## config.mk

```make
export PLATFORM = sky130hd
export DESIGN_NAME = skid_buffer
export DESIGN_NICKNAME = d
export VERILOG_FILES = /design/src/rtl/skid_pkg.sv /design/src/rtl/skid_reg.sv /design/src/rtl/skid_buffer.sv
export SDC_FILE = /design/constraint.sdc
export NUM_CORES = 1
export LEC_CHECK = 0
export CELL_PAD_IN_SITES_DETAIL_PLACEMENT = 1
export CELL_PAD_IN_SITES_GLOBAL_PLACEMENT = 1
export CORE_ASPECT_RATIO = 1.4
export CORE_UTILIZATION = 39
export DETAILED_ROUTE_END_ITERATION = 10
export GPL_TIMING_DRIVEN = 0
export PLACE_DENSITY = 0.79
export SLEW_MARGIN = 30
export SYNTH_ARGS = -nofsm -noshare
export SYNTH_HDL_FRONTEND = slang
export SYNTH_SLANG_ARGS = --single-unit
```

## constraint.sdc

```tcl
create_clock -name clk -period 1.8 [get_ports clk]
set_input_delay 0.36 -clock clk [delete_from_list [all_inputs] [get_ports clk]]
set_output_delay 0.36 -clock clk [all_outputs]
set_load 0.02 [all_outputs]
```

## src/rtl/skid_pkg.sv

```systemverilog
// Shared definitions for the two-entry AXI-Stream skid buffer.
package skid_pkg;

  localparam int DEFAULT_WIDTH = 8;

  typedef enum logic [1:0] {
    EMPTY = 2'd0,
    BUSY  = 2'd1,
    FULL  = 2'd2
  } skid_state_e;

endpackage : skid_pkg

```

## src/rtl/skid_reg.sv

```systemverilog
// WIDTH-bit enable register with asynchronous active-low clear; holds one beat.
module skid_reg
  import skid_pkg::*;
#(
  parameter int WIDTH = DEFAULT_WIDTH
) (
  input  logic             clk,
  input  logic             rstn,
  input  logic             en,
  input  logic [WIDTH-1:0] d,
  output logic [WIDTH-1:0] q
);

  logic [WIDTH-1:0] data_q;

  // NOTE: sequential state uses non-blocking assignments so every flop samples pre-edge values.
  always_ff @(posedge clk or negedge rstn) begin
    if (!rstn) begin
      data_q <= '0;
    end else if (en) begin
      data_q <= d;
    end
  end

  assign q = data_q;

endmodule : skid_reg

```

## src/rtl/skid_buffer.sv

```systemverilog
// Two-entry AXI-Stream skid buffer: OUT register feeds m_data, SKID catches the beat
// that arrives while downstream stalls. Every output comes straight from a flop.
module skid_buffer
  import skid_pkg::*;
#(
  parameter int WIDTH = DEFAULT_WIDTH
) (
  input  logic             clk,
  input  logic             rstn,
  input  logic [WIDTH-1:0] s_data,
  input  logic             s_valid,
  output logic             s_ready,
  output logic [WIDTH-1:0] m_data,
  output logic             m_valid,
  input  logic             m_ready
);

  skid_state_e      state_q, state_d;
  logic             s_ready_q, s_ready_d;
  logic             m_valid_q, m_valid_d;
  logic             out_en, skid_en, out_from_skid;
  logic [WIDTH-1:0] out_d, skid_q;
  logic             s_fire, m_fire;

  assign s_fire = s_valid & s_ready_q;
  assign m_fire = m_valid_q & m_ready;

  // NOTE: every signal written here gets a default first, so no path leaves it unassigned (no latch).
  always_comb begin
    state_d       = state_q;
    out_en        = 1'b0;
    skid_en       = 1'b0;
    out_from_skid = 1'b0;
    unique case (state_q)
      EMPTY: begin
        if (s_fire) begin
          out_en  = 1'b1;
          state_d = BUSY;
        end
      end
      BUSY: begin
        if (s_fire && m_fire) begin
          out_en = 1'b1;
        end else if (s_fire) begin
          skid_en = 1'b1;
          state_d = FULL;
        end else if (m_fire) begin
          state_d = EMPTY;
        end
      end
      FULL: begin
        if (m_fire) begin
          out_en        = 1'b1;
          out_from_skid = 1'b1;
          state_d       = BUSY;
        end
      end
      default: state_d = EMPTY;
    endcase
  end

  assign out_d = out_from_skid ? skid_q : s_data;

  // Handshake flags are registered copies of the next state, keeping outputs flop-driven.
  assign m_valid_d = (state_d != EMPTY);
  assign s_ready_d = (state_d != FULL);

  always_ff @(posedge clk or negedge rstn) begin
    if (!rstn) begin
      state_q   <= EMPTY;
      m_valid_q <= 1'b0;
      s_ready_q <= 1'b0;
    end else begin
      state_q   <= state_d;
      m_valid_q <= m_valid_d;
      s_ready_q <= s_ready_d;
    end
  end

  skid_reg #(.WIDTH(WIDTH)) u_out_reg (
    .clk  (clk),
    .rstn (rstn),
    .en   (out_en),
    .d    (out_d),
    .q    (m_data)
  );

  skid_reg #(.WIDTH(WIDTH)) u_skid_reg (
    .clk  (clk),
    .rstn (rstn),
    .en   (skid_en),
    .d    (s_data),
    .q    (skid_q)
  );

  assign m_valid = m_valid_q;
  assign s_ready = s_ready_q;

endmodule : skid_buffer

```

==> out/qor.yml, run 1 <==
sta:
  hold_slack_ns: -0.0110
  max_slew.worst_pin.slew_ns: 0.554
  final_max_slew_viol_count: 0
  clock_skew_ns: 0.000889
  post-route-period-util_pct: 96.2
  period_minus_slack_ns: 1.73
  fmax_ghz: 0.577
  rsz0062_at_grt: "no"
  hold_violations: 20
  postLayoutSetupSlackWorst_ns: 0.0677
  setup_viol: 0
  slew_headroom_pct: 63.1
logic_synthesis:
  synth.top_cell.area_share_pct: 54.5
  yosys-top-cells-count: "20 x dfrtp_1, 16 x mux2_2, 8 x mux2_4"
  postSynth.asyncResetShare_pct: 100
  synth_most_common_cell: "dfrtp_1"
  yosys_most_used_dff: "dfrtp_1"
  synth_top_family_by_area: "multiplexers"
  synth_cells: 59
  synth_area_leaders: "dfrtp_1 54%, mux2_2 20%, mux2_4 13%"
  synth_warnings: 0
  synth-compound-area-share_pct: 6.40
  seq_area_frac_synth_pct: 54.5
  synthesis.area_sq_um: 918
  synth-simple-area-share_pct: 3.68
  synth-xor-area-share_pct: 0.954
  avgSynthCellArea_sq_um: 15.6
  synthMuxAreaShare_pct: 32.7
  synthAdderAreaFrac_pct: 0
  yosysTopAreaCell: "dfrtp_1"
  synth-seq-cells: 20
  ys_types: 16
  synthesis.nets: 71
  synth_edf_count: 0
power_and_ir_drop:
  combPwrFrac_pct: 47.8
  power_density_nw_per_um2: 1730
  seq_power_share_pct: 39.5
  p_int_mw: 1.39
  p_sw_mw: 0.681
  clockPowerShare_pct: 12.7
  ir_drop_uv: 968
  power.share.switching_pct: 32.9
  leakage_nw: 0.523
setup_path:
  path_cells: "clkdlybuf4s50_1"
  crit_path_end_kind: "output port"
  cpMaxStageDelayCell: "clkdlybuf4s50_1"
  cp_num_buf_inv: 1
  crit_path_max_fanout: 4
  max_stage_delay_ns: 0.63
  cp.required_ns: 1.44
  crit_arrival_ns: 1.37
  worstSetupPathType: "flip-flop to output port"
  start_kind: "flip-flop"
  cp_top_family: "buffers and inverters"
placement:
  placed_cell_area_sq_um: 1160
  pre_cts_slack_ns: -0.476
  hpwlAfterDp_mm: 1.15
  gp_congestion: 0.747
  place.port_buffers: 21
status:
  violations: "negative hold slack"
  status: "finished, violations left"
finish:
  drive_gt1_share_pct: 39.3
  seq_area_sq_um: 500
  final_nets: 97
  multiInputGateArea_sq_um: 410
  area_growth_pct: 30.2
  insertedDiodeCount: 0
  final_area_sq_um: 1200
  fillers: 237
clock_tree:
  cts_tree: "built"
  cts-root-buf: "clkbuf_4"
  cts_sinks: 20
  cts_buffers: 3
  clk_pin_slew_ns: 0.11
  clk_path_buf_depth: 2
  htree_num_levels: 1
  ctsHoldBuffers: 0
  clock_latency_ns: 0.30
die:
  die_h_um: 59.4
  core_area_sq_um: 2200
  io_pins: 22
  dieArea_sq_um: 2560
  start_util_pct: 41.7
  fp-row-count: 20
  fp.dieW_um: 43.0
routing:
  vias_per_cell: 5.27
  wl_per_cell_um: 16.2
  vias: 559
  drt-initial-drc-count: 12
  wl_mm: 1.71
  antenna_left: 0
  drt_pass1_iterations: 3
  drc_errors: 0
global_route:
  overflow: 0
  grt_first_pass_wirelength_mm: 2.87
  grt_use_total_pct: 15.7
  grt_pass1_vias: 597
  antenna_found_initial: 0
  grt_max_degree: 21
worst_hold_path:
  min_path_type: "input port to async pin"
run:
  max_cap_violations: 0
==> logic make-up after synthesis <==
kind of cell,Yosys count
multiplexers,24
flip-flops,20
AO/OA/AOI/OAI,7
AND/OR/NAND/NOR,5
buffers and inverters,2
XOR/XNOR,1
==> repair_timing <==
item,in CTS,in global routing
gates resized for setup,1,0
setup endpoints to repair,8,0
buffers inserted,0,0
==> final timing paths <==
path	startpoint	end	slack, ns	cells past startpoint
min in group clk	u_out_reg.q[6]	u_out_reg.q[6]	0.52	1
max	m_valid	m_valid	0.07	1
min reg2reg	u_out_reg.q[6]	u_out_reg.q[6]	0.52	1
max reg2reg	m_valid	u_skid_reg.q[6]	0.15	4
min	rstn	u_out_reg.q[4]	-0.01	1
max in group asynchronous	rstn	u_skid_reg.q[2]	1.50	1
==> power by group through the flow <==
stage | logic [mW] | clock network (mW) | registers (mW)
floorplan | 0.499 | 0 | 0.943
global placement | 0.964 | 0 | 0.813
detailed placement | 0.982 | 0 | 0.824
CTS | 1.01 | 0.272 | 0.819
global route | 1.06 | 0.279 | 0.847
finish | 0.989 | 0.262 | 0.817
==> per-stage QoR <==
stage          util, %  hold slack, ns  instances  total power [mW]  TNS, ns
6_report          54.3         -0.0110        106              2.07        0
5_1_grt           54.3          0.0269        106              2.18        0
4_1_cts           54.5           0.521        106              2.10        0
3_5_place_dp      52.5           0.491        102              1.81    -5.49
3_3_place_gp      52.5           0.489        102              1.78    -5.22
2_1_floorplan        -          0.0644         59              1.44        0
==> cells in the final DEF (no fill, tap or decap) <==
cell type,netlist,layout
dfrtp_1,20,20
buf_2,1,2
a21boi_4,1,1
nand4b_1,1,1
o31ai_4,0,1
nand2_1,1,1
clkbuf_8,0,1
xor2_1,1,1
clkbuf_4,0,3
buf_6,1,1
mux2_4,8,8
and2_1,1,1
or3b_1,1,1
nand2b_1,1,1
o21ai_0,3,3
mux2_2,16,16
a21oi_1,1,1
clkdlybuf4s50_1,0,20
o21a_1,1,1
==> layer usage <==
layer / track usage, % / vias up / share of wire [%]
met3: 3.66 / 5 / 3.6
met5: 0 / - / 0
li1: - / 263 / -
met1: 19.6 / 279 / 42
met4: 7.79 / 0 / 2.1
met2: 25.3 / 12 / 52
==> area by class of cell <==
type | count | share of cell area [%]
tap | 22 | 2.30
timing repair buffer | 21 | 17.2
clock buffer | 4 | 3.03
buffer | 2 | 1.36
sequential | 20 | 41.8
multi-input combinational | 37 | 34.3
==> flip-flops by register name, indices dropped and copies added, names as in the netlist <==
name and flops:
u_skid_reg.q 8, u_out_reg.q 8, s_ready 1, m_valid 1, state_q 2
Power figures use the tool's default switching activity.
==> run 2, diff against run 1 <==
--- a/config.mk
+++ b/config.mk
@@ -10,7 +10,6 @@
 export CORE_ASPECT_RATIO = 1.4
 export CORE_UTILIZATION = 39
 export DETAILED_ROUTE_END_ITERATION = 10
-export GPL_TIMING_DRIVEN = 0
 export PLACE_DENSITY = 0.79
 export SLEW_MARGIN = 30
 export SYNTH_ARGS = -nofsm -noshare
==> out/qor.yml, run 2 (synthesis gave the netlist of run 1 again) <==
status:
  status: "finished clean"
sta:
  clock_skew_ns: 0.00127  # +0.000380 ns
  setup_viol: 0  # unchanged
  period_minus_slack_ns: 1.73  # -0.00347 ns
  slew_headroom_pct: 82.7  # +20 points
  postLayoutSetupSlackWorst_ns: 0.0712  # +0.00347 ns
  fmax_ghz: 0.578  # +0.20%
  setup-tns-final_ns: 0  # unchanged
  hold_violations: 0  # -100%
  rsz0062_at_grt: "no"
  final_max_slew_viol_count: 0  # unchanged
  post-route-period-util_pct: 96.0  # -0.19 points
  max_slew.worst_pin.slew_ns: 0.260  # -0.294 ns
global_route:
  antenna_found_initial: 0  # unchanged
  grt_use_met1_pct: 22.9  # +3.3 points
  met3_usage_pct: 2.13  # -1.5 points
  grt.busiest_layer: "met2"
  overflow: 0  # unchanged
  grt_max_degree: 21  # unchanged
  gr-usage-met2_pct: 26.8  # +1.5 points
  grt_use_total_pct: 16.7  # +0.98 points
  grt_first_pass_wirelength_mm: 3.12  # +8.6%
  grt_pass1_vias: 650  # +8.9%
finish:
  layout_commonest_cell: "clkdlybuf4s50_1"
  final_nets: 104  # +7.2%
  area_growth_pct: 35.4
  mostFrequentLayoutCells: "21 x clkdlybuf4s50_1, 20 x dfrtp_1, 16 x mux2_2"
  seq_area_sq_um: 500  # unchanged
  final_cell_count_no_fill: 113  # +6.6%
  multiInputGateArea_sq_um: 402  # -2.1%
  drive_gt1_share_pct: 42.9  # +3.6 points
  fillers: 222  # -6.3%
  fin_util_pct: 56.5  # +2.2 points
  insertedDiodeCount: 0  # unchanged
placement:
  gp_congestion: 0.877  # +17%
  dp_cells: 109  # +6.9%
  hpwlAfterDp_mm: 1.32  # +14%
  place.port_buffers: 21  # unchanged
  pre_cts_slack_ns: -0.221  # +0.255 ns
routing:
  drt-initial-drc-count: 3  # -9
  vias_per_cell: 5.21  # -1.2%
  wl_per_cell_um: 15.7  # -2.7%
  wl_mm: 1.78  # +3.7%
  drt_pass1_iterations: 2  # -1
  vias: 589  # +5.4%
  antenna_left: 0  # unchanged
  drc_errors: 0  # unchanged
clock_tree:
  cts_sinks: 20  # unchanged
  ctsHoldBuffers: 0  # unchanged
  clock_latency_ns: 0.30  # about the same
  clk_pin_slew_ns: 0.11  # about the same
  clk_path_buf_depth: 2  # unchanged
  cts-root-buf: "clkbuf_4"
  cts_buffers: 3  # unchanged
  cts_tree: "built"
  postCtsSetupBuffers: 0  # unchanged
  htree_num_levels: 1  # unchanged
  cts_resized: 0  # -1
setup_path:
  crit_path_max_fanout: 4  # unchanged
  path_cells: "clkdlybuf4s50_1"
  cp_num_buf_inv: 1  # unchanged
  crit_arrival_ns: 1.37  # about the same
  r2r_setup_slack_ns: 0.19  # +0.04 ns
  start_kind: "flip-flop"
  worstSetupPathType: "flip-flop to output port"
  cp.required_ns: 1.44  # about the same
  max_stage_delay_ns: 0.63  # about the same
  cp_top_family: "buffers and inverters"
  cpMaxStageDelayCell: "clkdlybuf4s50_1"
  crit_path_end_kind: "output port"
die:
  fp-row-count: 20  # unchanged
  dieArea_sq_um: 2560  # unchanged
  io_pins: 22  # unchanged
  start_util_pct: 41.7  # unchanged
  die_h_um: 59.4  # unchanged
  fp.dieW_um: 43.0  # unchanged
  core_area_sq_um: 2200  # unchanged
power_and_ir_drop:
  power.total_mw: 2.14  # +3.5%
  power_density_nw_per_um2: 1720  # -0.50%
  leakage_nw: 0.556  # +6.4%
  ir_drop_uv: 755  # -22%
run:
  max_cap_violations: 0  # unchanged
worst_hold_path:
  min_path_type: "input port to async pin"
==> run 2: area by class of cell <==
| class | instances | share of cell area, % |
|---|---|---|
| tap | 22 | 2.21 |
| timing repair buffer | 30 | 22.3 |
| sequential | 20 | 40.2 |
| multi-input combinational | 37 | 32.3 |
| clock buffer | 4 | 2.92 |
==> run 2: metrics by stage <==
| stage | hold WS (ns) | cell area (sq um) |
|---|---|---|
| global route | 0.406 | 1240 |
| finish | 0.385 | 1240 |
| global placement | 0.490 | 1210 |
| CTS | 0.390 | 1240 |
| floorplan | 0.0644 | 918 |
| detailed placement | 0.496 | 1210 |
==> run 2: final timing paths <==
kind | from | end | cells past startpoint
hold / removal | rstn | u_skid_reg.q[4] | 2
setup / recovery | m_valid | m_valid | 1
min in group clk | u_skid_reg.q[3] | u_skid_reg.q[3] | 1
hold reg to reg | u_skid_reg.q[3] | u_skid_reg.q[3] | 1
setup reg to reg | m_valid | u_skid_reg.q[6] | 4
max in group asynchronous | rstn | u_skid_reg.q[5] | 2
==> run 2: metal layers <==
layer | vias to the layer above | share of wire [%]
met5 | - | 0
met4 | 0 | 1.4
met3 | 2 | 2.8
met2 | 11 | 49
met1 | 298 | 46
li1 | 278 | -
==> run 2: power breakdown <==
group	internal, mW	total, mW	switching (mW)
clock	0.123	0.257	0.134
combinational	0.649	1.06	0.408
sequential	0.679	0.825	0.146
total	1.45	2.14	0.688
==> run 2: worst register-to-register path: stages, from the launching register on <==
cell and delay [ns]:
dfrtp_1 0.44, a21boi_4 0.19, or3b_1 0.39, buf_4 0.18, mux2_4 0.30
==> run 3, diff against run 2 <==
--- a/config.mk
+++ b/config.mk
@@ -8,8 +8,10 @@
 export CELL_PAD_IN_SITES_DETAIL_PLACEMENT = 1
 export CELL_PAD_IN_SITES_GLOBAL_PLACEMENT = 1
 export CORE_ASPECT_RATIO = 1.4
+export CORE_MARGIN = 1.5
 export CORE_UTILIZATION = 39
 export DETAILED_ROUTE_END_ITERATION = 10
+export GPL_TIMING_DRIVEN = 1
 export PLACE_DENSITY = 0.79
 export SLEW_MARGIN = 30
 export SYNTH_ARGS = -nofsm -noshare
==> out/qor.yml, run 3 (synthesis gave the netlist of run 1 again) <==
global_route:
  grt_pass1_vias: 644  # -0.92%
  antenna_found_initial: 0  # unchanged
  overflow: 0  # unchanged
  grt_first_pass_wirelength_mm: 3.17  # +1.8%
  grt_max_degree: 21  # unchanged
  grt_use_total_pct: 17.2  # +0.52 points
placement:
  place.port_buffers: 21  # unchanged
  placed_cell_area_sq_um: 1210  # +0.62%
  pre_cts_slack_ns: -0.225  # -0.00383 ns
  gp_congestion: 0.756  # -14%
  hpwlAfterDp_mm: 1.40  # +6.2%
finish:
  layout_commonest_cell: "clkdlybuf4s50_1"
  final_nets: 105  # +0.96%
  fin_util_pct: 56.8  # +0.34 points
  mostFrequentLayoutCells: "21 x clkdlybuf4s50_1, 20 x dfrtp_1, 16 x mux2_2"
  drive_gt1_share_pct: 43.5  # +0.62 points
  final_area_sq_um: 1250  # +0.60%
  insertedDiodeCount: 0  # unchanged
  area_growth_pct: 36.2
clock_tree:
  ctsHoldBuffers: 0  # unchanged
  clk_pin_slew_ns: 0.11  # about the same
  cts_resized: 0  # unchanged
  clk_path_buf_depth: 2  # unchanged
  clock_latency_ns: 0.30  # about the same
  htree_num_levels: 1  # unchanged
  cts_sinks: 20  # unchanged
  cts_tree: "built"
  postCtsSetupBuffers: 0  # unchanged
  cts_buffers: 3  # unchanged
  cts-root-buf: "clkbuf_4"
setup_path:
  start_kind: "flip-flop"
  reg2reg_from: "m_valid"
  crit_path_max_fanout: 4  # unchanged
  crit_path_end_kind: "output port"
  path_cells: "clkdlybuf4s50_1"
  startpoint: "m_valid"
  crit_arrival_ns: 1.38  # about the same
  cpMaxStageDelayCell: "clkdlybuf4s50_1"
  cp_top_family: "buffers and inverters"
  cp_num_buf_inv: 1  # unchanged
  worstSetupPathType: "flip-flop to output port"
  cp.required_ns: 1.44  # about the same
  max_stage_delay_ns: 0.64  # about the same
sta:
  setup-tns-final_ns: 0  # unchanged
  hold_violations: 0  # unchanged
  final_max_slew_viol_count: 0  # unchanged
  postLayoutSetupSlackWorst_ns: 0.0615  # -0.00964 ns
  hold_slack_ns: 0.385  # -0.000103 ns
  post-route-period-util_pct: 96.6  # +0.54 points
  rsz0062_at_grt: "no"
  clock_skew_ns: 0.00468  # +0.00341 ns
  max_slew.worst_pin.slew_ns: 0.262  # +0.00251 ns
  slew_headroom_pct: 82.4  # -0.27 points
  fmax_ghz: 0.575  # -0.55%
  setup_viol: 0  # unchanged
  period_minus_slack_ns: 1.74  # +0.00964 ns
status:
  status: "finished clean"
die:
  io_pins: 22  # unchanged
  fp-row-count: 20  # unchanged
  fp.dieW_um: 44.0  # +2.3%
  die_h_um: 60.4  # +1.7%
  start_util_pct: 41.7  # unchanged
  dieArea_sq_um: 2660  # +4.0%
  core_area_sq_um: 2200  # unchanged
power_and_ir_drop:
  leakage_nw: 0.560  # +0.69%
  power_density_nw_per_um2: 1720  # about the same
  ir_drop_uv: 736  # -2.6%
routing:
  vias: 610  # +3.6%
  wl_per_cell_um: 16.7  # +6.1%
  drt_pass1_iterations: 7  # +5
  drt-initial-drc-count: 4  # +1
  vias_per_cell: 5.35  # +2.7%
  drc_errors: 0  # unchanged
  antenna_left: 0  # unchanged
  wl_mm: 1.90  # +7.0%
worst_hold_path:
  min_path_type: "input port to async pin"
run:
  max_cap_violations: 0  # unchanged
run 3: where the power goes:
part / switching, mW / internal (mW)
logic: 0.415 / 0.647
clock network: 0.136 / 0.123
registers: 0.151 / 0.679
run 3: per-layer routing:
metal	vias up	part of all wire, %	track usage (%)
met5	-	0	0
met4	0	2.7	11.7
met3	4	4.3	2.08
met2	18	52	28.4
met1	311	41	20.8
li1	277	-	-
run 3: path summary, 6_finish.rpt:
path                       slack (ns)              end  depth (start not counted)
max reg2reg                      0.16  u_skid_reg.q[3]                          4
min reg2reg                      0.52  u_skid_reg.q[6]                          1
max                              0.06          m_valid                          1
min in group clk                 0.52  u_skid_reg.q[6]                          1
max in group asynchronous        1.20   u_out_reg.q[5]                          2
min                              0.38       state_q[0]                          2
run 3: cell type report:
| cell class | count | area (sq um) |
|---|---|---|
| timing repair buffer | 31 | 285 |
| tap | 22 | 27.5 |
| fill | 236 | 951 |
| clock buffer | 4 | 36.3 |
| sequential | 20 | 500 |
| multi-input combinational | 37 | 402 |
run 3: worst reg2reg max path, delay by kind of cell (launching register included):
kind                   cells  cell delay (ns)
DFF                        1             0.45
and+or+nand+nor            1             0.40
buffers and inverters      1             0.19
muxes                      1             0.31
AOI/OAI and AO/OA          1             0.19
run 3: per-stage QoR:
| step | power, mW | std cells |
|---|---|---|
| floorplan | 1.44 | 59 |
| global placement | 1.86 | 110 |
| detailed placement | 1.90 | 110 |
| CTS | 2.18 | 114 |
| global route | 2.28 | 114 |
| finish | 2.15 | 114 |
